<file path="config.mk">
export PLATFORM = sky130hd
export DESIGN_NAME = imem_loader
export DESIGN_NICKNAME = d
export VERILOG_FILES = /design/src/rtl/cpu_isa_pkg.sv /design/src/rtl/imem_insn_check.sv /design/src/rtl/imem_loader.sv
export SDC_FILE = /design/constraint.sdc
export NUM_CORES = 1
export LEC_CHECK = 0
export CORE_UTILIZATION = 55
export DETAILED_ROUTE_END_ITERATION = 16
export GPL_TIMING_DRIVEN = 0
export PLACE_DENSITY = 0.81
export SYNTH_ARGS = -nofsm -noshare
export SYNTH_HDL_FRONTEND = slang
export SYNTH_SLANG_ARGS = --single-unit
</file>
<file path="constraint.sdc">
create_clock -name clk -period 3.1 [get_ports clk]
set_clock_uncertainty 0.2 [all_clocks]
set_input_delay 0.775 -clock clk [delete_from_list [all_inputs] [get_ports clk]]
set_output_delay 0.775 -clock clk [all_outputs]
set_load 0.03 [all_outputs]
</file>
<file path="src/rtl/cpu_isa_pkg.sv">
// MIPS opcode/funct encodings shared with the control decoder, plus the
// boot-loader state and error encodings.
package cpu_isa_pkg;

  localparam logic [5:0] OP_RTYPE    = 6'h00;
  localparam logic [5:0] OP_J        = 6'h02;
  localparam logic [5:0] OP_JAL      = 6'h03;
  localparam logic [5:0] OP_BEQ      = 6'h04;
  localparam logic [5:0] OP_ADDI     = 6'h08;
  localparam logic [5:0] OP_ADDIU    = 6'h09;
  localparam logic [5:0] OP_SLTI     = 6'h0A;
  localparam logic [5:0] OP_SLTIU    = 6'h0B;
  localparam logic [5:0] OP_ANDI     = 6'h0C;
  localparam logic [5:0] OP_LUI      = 6'h0F;
  localparam logic [5:0] OP_SPECIAL2 = 6'h1C;
  localparam logic [5:0] OP_LW       = 6'h23;
  localparam logic [5:0] OP_SW       = 6'h2B;

  localparam logic [5:0] F_SLL  = 6'h00;
  localparam logic [5:0] F_SRL  = 6'h02;
  localparam logic [5:0] F_SRA  = 6'h03;
  localparam logic [5:0] F_JR   = 6'h08;
  localparam logic [5:0] F_ADD  = 6'h20;
  localparam logic [5:0] F_ADDU = 6'h21;
  localparam logic [5:0] F_SUB  = 6'h22;
  localparam logic [5:0] F_SUBU = 6'h23;
  localparam logic [5:0] F_AND  = 6'h24;
  localparam logic [5:0] F_OR   = 6'h25;
  localparam logic [5:0] F_XOR  = 6'h26;
  localparam logic [5:0] F_NOR  = 6'h27;
  localparam logic [5:0] F_SLT  = 6'h2A;
  localparam logic [5:0] F_SLTU = 6'h2B;

  typedef enum logic [2:0] {
    LD_IDLE, LD_LEN_HI, LD_LEN_LO, LD_DATA, LD_CSUM, LD_DONE, LD_ERROR
  } ld_state_e;

  typedef enum logic [1:0] {
    ERR_NONE = 2'd0,
    ERR_LEN  = 2'd1,
    ERR_CSUM = 2'd2
  } ld_err_e;

endpackage

</file>
<file path="src/rtl/imem_insn_check.sv">
// Combinational check: is this word an instruction the control decoder handles?
module imem_insn_check
  import cpu_isa_pkg::*;
(
  input  logic [31:0] word_i,
  output logic        legal_o
);

  always_comb begin
    legal_o = 1'b0;
    case (word_i[31:26])
      OP_RTYPE: begin
        case (word_i[5:0])
          F_SLL, F_SRL, F_SRA, F_JR,
          F_ADD, F_ADDU, F_SUB, F_SUBU,
          F_AND, F_OR, F_XOR, F_NOR,
          F_SLT, F_SLTU: legal_o = 1'b1;
          default:       legal_o = 1'b0;
        endcase
      end
      OP_J, OP_JAL, OP_BEQ, OP_ADDI, OP_ADDIU, OP_SLTI, OP_SLTIU,
      OP_ANDI, OP_LUI, OP_SPECIAL2, OP_LW, OP_SW: legal_o = 1'b1;
      default: legal_o = 1'b0;
    endcase
  end

endmodule

</file>
<file path="src/rtl/imem_loader.sv">
// Framed byte-stream boot loader: LEN_HI LEN_LO, 4*N big-endian payload bytes,
// XOR checksum. Writes instruction memory and holds the CPU until verified.
module imem_loader
  import cpu_isa_pkg::*;
#(
  parameter int ADDR_WIDTH = 8,
  parameter int BASE_ADDR  = 0
) (
  input  logic                  clk,
  input  logic                  reset,
  input  logic                  start,
  input  logic [7:0]            in_data,
  input  logic                  in_valid,
  output logic                  in_ready,
  output logic                  imem_we,
  output logic [ADDR_WIDTH-1:0] imem_addr,
  output logic [31:0]           imem_wdata,
  output logic                  cpu_hold,
  output logic                  done,
  output logic                  error,
  output logic [1:0]            err_code,
  output logic [ADDR_WIDTH:0]   illegal_cnt
);

  localparam logic [16:0]         MAX_WORDS = 17'(1) << ADDR_WIDTH;
  localparam logic [ADDR_WIDTH:0] ILL_MAX   = '1;
  localparam logic [ADDR_WIDTH:0] ILL_ONE   = {{ADDR_WIDTH{1'b0}}, 1'b1};

  ld_state_e             state_q, state_d;
  ld_err_e               ecode_q, ecode_d;
  logic [15:0]           len_q, len_d;
  logic [15:0]           widx_q, widx_d;
  logic [1:0]            bcnt_q, bcnt_d;
  logic [23:0]           word_q, word_d;
  logic [7:0]            csum_q, csum_d;
  logic                  we_q, we_d;
  logic [ADDR_WIDTH-1:0] addr_q, addr_d;
  logic [31:0]           wdata_q, wdata_d;
  logic                  hold_q, hold_d;
  logic                  done_q, done_d;
  logic                  err_q, err_d;
  logic [ADDR_WIDTH:0]   ill_q, ill_d;

  logic        accept, legal;
  logic [31:0] word_full;
  logic [16:0] len_full;

  assign in_ready  = (state_q == LD_LEN_HI) || (state_q == LD_LEN_LO) ||
                     (state_q == LD_DATA)   || (state_q == LD_CSUM);
  assign accept    = in_valid && in_ready;
  assign word_full = {word_q, in_data};
  assign len_full  = {1'b0, len_q[15:8], in_data};

  imem_insn_check u_check (
    .word_i  (word_full),
    .legal_o (legal)
  );

  always_comb begin
    state_d = state_q;
    ecode_d = ecode_q;
    len_d   = len_q;
    widx_d  = widx_q;
    bcnt_d  = bcnt_q;
    word_d  = word_q;
    csum_d  = csum_q;
    we_d    = 1'b0;
    addr_d  = addr_q;
    wdata_d = wdata_q;
    hold_d  = hold_q;
    done_d  = done_q;
    err_d   = err_q;
    ill_d   = ill_q;
    case (state_q)
      LD_IDLE, LD_DONE, LD_ERROR: begin
        if (start) begin
          state_d = LD_LEN_HI;
          ecode_d = ERR_NONE;
          len_d   = '0;
          widx_d  = '0;
          bcnt_d  = '0;
          csum_d  = '0;
          ill_d   = '0;
          hold_d  = 1'b1;
          done_d  = 1'b0;
          err_d   = 1'b0;
        end
      end
      LD_LEN_HI: if (accept) begin
        len_d[15:8] = in_data;
        state_d     = LD_LEN_LO;
      end
      LD_LEN_LO: if (accept) begin
        len_d[7:0] = in_data;
        if (len_full > MAX_WORDS) begin
          state_d = LD_ERROR;
          err_d   = 1'b1;
          ecode_d = ERR_LEN;
        end else if (len_full == 17'd0) begin
          state_d = LD_CSUM;
        end else begin
          state_d = LD_DATA;
        end
      end
      LD_DATA: if (accept) begin
        csum_d = csum_q ^ in_data;
        word_d = {word_q[15:0], in_data};
        bcnt_d = bcnt_q + 2'd1;
        // 4th byte: word is complete this cycle, written on the next one
        if (bcnt_q == 2'd3) begin
          we_d    = 1'b1;
          wdata_d = word_full;
          addr_d  = ADDR_WIDTH'(BASE_ADDR) + ADDR_WIDTH'(widx_q);
          widx_d  = widx_q + 16'd1;
          if (!legal && ill_q != ILL_MAX) ill_d = ill_q + ILL_ONE;
          if ((widx_q + 16'd1) == len_q) state_d = LD_CSUM;
        end
      end
      LD_CSUM: if (accept) begin
        if (in_data == csum_q) begin
          state_d = LD_DONE;
          done_d  = 1'b1;
          hold_d  = 1'b0;
        end else begin
          state_d = LD_ERROR;
          err_d   = 1'b1;
          ecode_d = ERR_CSUM;
        end
      end
      default: state_d = LD_IDLE;
    endcase
  end

  always_ff @(posedge clk or negedge reset) begin
    if (!reset) begin
      state_q <= LD_IDLE;
      ecode_q <= ERR_NONE;
      len_q   <= '0;
      widx_q  <= '0;
      bcnt_q  <= '0;
      word_q  <= '0;
      csum_q  <= '0;
      we_q    <= 1'b0;
      addr_q  <= ADDR_WIDTH'(BASE_ADDR);
      wdata_q <= '0;
      hold_q  <= 1'b1;
      done_q  <= 1'b0;
      err_q   <= 1'b0;
      ill_q   <= '0;
    end else begin
      state_q <= state_d;
      ecode_q <= ecode_d;
      len_q   <= len_d;
      widx_q  <= widx_d;
      bcnt_q  <= bcnt_d;
      word_q  <= word_d;
      csum_q  <= csum_d;
      we_q    <= we_d;
      addr_q  <= addr_d;
      wdata_q <= wdata_d;
      hold_q  <= hold_d;
      done_q  <= done_d;
      err_q   <= err_d;
      ill_q   <= ill_d;
    end
  end

  assign imem_we     = we_q;
  assign imem_addr   = addr_q;
  assign imem_wdata  = wdata_q;
  assign cpu_hold    = hold_q;
  assign done        = done_q;
  assign error       = err_q;
  assign err_code    = ecode_q;
  assign illegal_cnt = ill_q;

endmodule

</file>
Word level (Yosys, flattened, before mapping)
Memories as Yosys holds them, arrays and structs flattened.
Index checks and enable logic that the tools add are counted.
{"block": "op_classes", "shift": 0, "n_reduce_logical": 26, "n_mul": 0, "bitwise_logic": 1, "magnitude_cmp": 1, "n_div": 0, "n_eq_ne": 33, "muxes": 51, "addsub": 3}
{"operator": "$mux W16", "n": 3}
{"operator": "$pmux W8 S2", "n": 3}
{"operator": "$eq A6 B4 Y1 const B", "n": 6}
{"operator": "$mux W9", "n": 4}
{"operator": "$pmux W16 S2", "n": 1}
{"operator": "$mux W3", "n": 9}
{"operator": "$mux W8", "n": 3}
{"operator": "$pmux W9 S2", "n": 1}
{"operator": "$logic_not A17 Y1", "n": 1}
{"operator": "$add A16 B1 Y16 const B", "n": 1}
{"operator": "$eq A16 B16 Y1", "n": 1}
{"operator": "$gt A16 B9 Y1 const B", "n": 1}
{"operator": "$pmux W3 S5", "n": 1}
{"operator": "$mux W2", "n": 7}
{"operator": "$mux W1", "n": 13}
{"operator": "$eq A6 B2 Y1 const B", "n": 2}
{"operator": "$eq A6 B6 Y1 const B", "n": 2}
{"operator": "$ne A2 B2 Y1 const B", "n": 6}
{"operator": "$reduce_and A3 Y1", "n": 4}
{"operator": "$reduce_or A12 Y1", "n": 1}
{"operator": "$ne A2 B1 Y1 const B", "n": 5}
{"operator": "$add A9 B1 Y9 const B", "n": 1}
{"operator": "$eq A3 B3 Y1 const B", "n": 3}
{"operator": "$ne A9 B9 Y1 const B", "n": 1}
{"operator": "25 further kinds", "n": 35}
{"block": "word_totals", "wordCells": 131, "inputBits": 12, "register_bits": 124, "latch_bits": 0, "n_memories": 1, "ramBits": 0, "romBits": 64}
{"memory": "(name not given)", "depth": 64, "word_bits": 1, "rd": 1, "rd_clocked_by_memory_dff": 0, "wr": 0, "line": "imem_insn_check.sv:13", "text": "case (word_i[5:0])"}

Logic depth before layout (Yosys ltp)
{"block": "depth", "depth_word": 9, "depth_mapped": 10}

Hierarchy
A second synthesis with hierarchy kept.
{"block": "unflattened", "hier_cells": 706, "hier_area_um2": 6236.0}
{"module": "imem_loader", "seq_area_each_um2": 3104.2, "area_per_inst_um2": 6112.1, "instances": 1, "cells_each": 687}
{"module": "imem_insn_check", "seq_area_each_um2": 0.0, "area_per_inst_um2": 123.9, "instances": 1, "cells_each": 19}

Worst setup path after synthesis
No wires, ideal clock.
{"block": "synth_timing", "path_type": "input -> register", "start": "input in_data[3]", "end": "register ecode_q[0] (netlist: err_code[0])", "t_arrival_ns": 2.451, "t_required_ns": 2.772, "path_slack_ns": 0.322, "n_path_buf": 1, "setup_time_ns": 0.128, "path_stages": 7, "path_cell_list": "buf_4 or4_1 or3_4 nand2_1 a31oi_1 o2111ai_2 mux2_1"}
{"block": "synth_via", "elab_chain_cells": 3}
{"element": "start: declaration", "line": "imem_loader.sv:12", "text": "input logic [7:0] in_data,"}
{"element": "$gt A16 B9 Y1 or $eq A8 B8 Y1 (tied branches)", "line": "imem_loader.sv:95, imem_loader.sv:120"}
{"element": "$ne A2 B1 Y1 (no source line) or $ne A2 B2 Y1 (tied branches)"}
{"element": "$reduce_and A6 Y1 (no source line) (*)"}
{"element": "end signal: assignment", "line": "imem_loader.sv:152", "text": "ecode_q <= ecode_d;"}
{"element": "end: declaration", "line": "imem_loader.sv:30", "text": "ld_err_e ecode_q, ecode_d;"}
Mark *: on every way between the ends. The rest lies on a longest branch, timed or not.
A chain may end at the register's enable or synchronous reset.

Worst setup path after layout
{"block": "layout_timing", "start": "input in_valid", "end": "register ill_q[0] (netlist: illegal_cnt[0])"}
{"block": "layout_via", "elab_chain_cells": 3}
{"element": "start: declaration", "line": "imem_loader.sv:13", "text": "input logic in_valid,"}
{"element": "$logic_and A1 B1 Y1", "line": "imem_loader.sv:50", "text": "assign accept = in_valid && in_ready;"}
{"element": "$ne A2 B2 Y1 (no source line)"}
{"element": "$reduce_and A5 Y1 (no source line)"}
{"element": "end signal: assignment", "line": "imem_loader.sv:164", "text": "ill_q <= ill_d;"}
{"element": "end: declaration", "line": "imem_loader.sv:42", "text": "logic [ADDR_WIDTH:0] ill_q, ill_d;"}
Every way passes these cells.

==> summary.txt <==
Outcome
  • Status: completed

Setup path
  • Reg2Reg Setup Slack: between 200 and 250 ps
  • Cell family with most CP delay: buffers and inverters
  • WP buf/inv: 3
  • CP Launch Type: input port
  • Crit end category: flip-flop
  • Critical path, cell by cell: clkdlybuf4s50_1 -> and4b_1 -> buf_2 -> nand2_2 -> inv_2 -> a21oi_2 -> nor2_1 -> a21oi_1 -> mux2_2
  • Max incr delay on CP: 510 ps
  • Required time worst endpoint: 3330 ps
  • Critical Path AT: about 3200 ps
  • CP max FO: 9
  • Slowest CP cell: clkdlybuf4s50_1
  • Setup Crit Path Kind: in -> reg

Logic synthesis
  • Seq/Total Area, Yosys: 50.39%
  • Synth area leader: dfrtp_1
  • Post-Synthesis Cells: 715
  • Mapped Avg Cell Area: 8.617 µm²
  • Netlist cell types: 58
  • Top cells by area, synth: dfrtp_1, nand2_1, o21ai_0
  • Count leader, synth: nand2_1
  • Mapped cell area: 6161 µm²
  • Yosys warns: 0
  • Yosys top cell area share: 49.96%
  • Most instantiated cells after synthesis: nand2_1, dfrtp_1, o21ai_0
  • Yosys reg bits: 124
  • Async S/R FF share, synth: between 90% and 100%
  • Post-Syn Nets: 731
  • Synth Flop Type: dfrtp_1
  • Post-synth EDFFs: 0

Power and ir drop
  • PD cells: just under 900 nW/µm²
  • Worst vdd ir: 580.3 µV
  • Pleak: 3.613 nW

CTS
  • Setup Buffers After CTS: 0
  • H-tree levels: 4
  • Longest Clk Path Bufs: 2
  • TritonCTS clock tree: done
  • Clk sinks: roughly 120
  • Num CTS Buffers: 17
  • Clock root buffer: clkbuf_8
  • Clk_lat worst skew: 540 ps
  • Clock slew at reported path FFs: 60 ps

Placement
  • Hpwl dp: 10.74 mm
  • DP Area: 6975 µm²
  • Placed Cells: 917
  • Port Buf Inserts: 61
  • GP Congestion: 0.9122

STA
  • Final min period: ~3000 ps
  • Max Slew Vio Count: 0
  • Rel. slew slack: a little under three fifths
  • RSZ-0062 raised after global routing: no
  • Slew at the pin closest to its max-slew limit: about 670 ps
  • Setup violations, final: 0
  • Fin crit share: between 90 and 100%
  • Max Fclk: approximately 0.33 GHz
  • Final-report hold violation count: 0

Final layout
  • Share of layout cells above drive strength 1: 9.506%
  • Ant diodes: 0
  • Area Growth Syn to Fin: 23.74%
  • Fillcell total: 860
  • Nets: 813
  • Final non-filler cell area: 7624 µm²
  • Final Non-Filler Cells: 950

Die
  • Row cnt: 38
  • Die extent in y: 107.8 µm
  • Die area: 11,630 µm²
  • Core Box Area: between 10,000 and 15,000 µm²
  • Initial Util: between 50% and 60%
  • Die X: 107.8 µm
  • Ports: 68

Global routing
  • Total GRT Usage: 29.82%
  • Total global routing overflow: 0
  • First-pass GRT wire length: 26.34 mm
  • Largest net degree at the start of global routing: 98
  • Initial antenna violation count: 0
  • Vias in the first global route: 5,275

Drt
  • Drt first pass iters: 5
  • Drt total wl: 15.73 mm
  • Vias/cell: 5.713
  • Drt drc: 0
  • Detail Route Antenna Nets: 0
  • Iter 0 DRT Violations: 355
  • Via count: 5,427
  • Routed len/inst: 16.56 µm

Run
  • Max cap viols: 0

Worst hold path
  • Worst hold path type: reg -> reg
-- worst min-delay path, stage by stage, from the launching register on --
cell and delay [ps]:
dfrtp_1 340, nand2_1 50, nand2_1 50
-- registers in the layout (all words and copies together) (netlist names) --
signal and cells:
state_q 3, imem_addr 8, illegal_cnt 9, bcnt_q 2, csum_q 8, done 1
imem_wdata 32, len_q 16, widx_q 16, err_code 2, cpu_hold 1, error 1
word_q 24, imem_we 1
-- through the flow --
step	TNS (ps)	util (%)	setup slack, ps	hold WS (ps)	power [mW]
6_report	0	70.02	95.85	274.3	6.796
5_1_grt	0	70.02	7.546	287.4	7.179
4_1_cts	0	69.70	14.79	276.6	6.809
3_5_place_dp	-13990	64.07	-691.5	261.5	4.766
3_3_place_gp	-453100	63.80	-3567	257.7	4.667
2_1_floorplan	0	-	321.6	238.6	3.938
-- worst paths after layout --
kind,start,to,depth (start not counted)
hold reg to reg,imem_addr[7]$_DFFE_PN0P_,imem_addr[7]$_DFFE_PN0P_,2
hold / removal,imem_addr[7]$_DFFE_PN0P_,imem_addr[7]$_DFFE_PN0P_,2
max in group asynchronous,reset,word_q[9]$_DFFE_PN0P_,3
setup reg to reg,widx_q[0]$_DFFE_PN0P_,state_q[1]$_DFFE_PN0P_,8
min in group asynchronous,reset,widx_q[7]$_DFFE_PN0P_,2
setup / recovery,in_valid,illegal_cnt[0]$_DFFE_PN0P_,9
-- routing by layer --
| layer | wire, µm | part of all wire, % | track usage, % | vias up |
|---|---|---|---|---|
| met1 | 6861 | 44 | 39.90 | 2623 |
| li1 | - | - | - | 2561 |
| met5 | 0 | 0 | 0 | - |
| met2 | 7536 | 48 | 45.83 | 202 |
| met4 | 394 | 2.5 | 14.58 | 0 |
| met3 | 938 | 6.0 | 6.598 | 41 |
-- cell type report --
type	count	area [µm²]	area share [%]
clock buffer	17	414.1	5.432
multi-input combinational	542	2869	37.63
clock inverter	15	186.4	2.445
timing repair buffer	63	648.1	8.502
inverter	3	11.26	0.1477
tap	140	175.2	2.298
sequential	124	3104	40.72
buffer	46	215.2	2.823
-- kinds of logic (layout without fill, tap and decap cells) --
group | count (synthesis) | in the layout | synth area share, %
AND/OR/NAND/NOR | 376 | 376 | 27.42
flip-flops | 124 | 124 | 50.39
AO/OA/AOI/OAI | 119 | 119 | 11.39
buffers and inverters | 49 | 144 | 3.635
XOR/XNOR | 37 | 37 | 5.260
multiplexers | 6 | 6 | 1.097
adder cells (fa/ha/maj) | 4 | 4 | 0.8124
-- what timing repair did --
action	in CTS	in global routing
gates resized for setup	2	9
hold endpoints to repair	27	0
hold buffers	1	0
setup endpoints to repair	18	4
-- cells in the final DEF (no fill, tap or decap), types with 4 or more instances in the layout --
cell type / count
nand2_1: 258
dfrtp_1: 123
o21ai_0: 68
clkdlybuf4s50_1: 59
nor2_1: 35
clkbuf_1: 22
xnor2_1: 21
xor2_1: 16
clkbuf_16: 16
a21oi_1: 15
nand3_1: 14
nand4_1: 13
buf_2: 11
and3_1: 9
o31ai_1: 7
a31oi_1: 7
nor2b_1: 6
nor3b_1: 6
buf_1: 6
clkinvlp_4: 6
mux2_2: 5
and2_1: 4
nor4_1: 4
nand2b_1: 4
inv_6: 4
-- report_power, final --
| group | switching [mW] | internal (mW) |
|---|---|---|
| combinational | 1.40 | 0.887 |
| clock | 0.787 | 1.24 |
| sequential | 0.394 | 2.09 |
(Power assumes the default switching activity.)
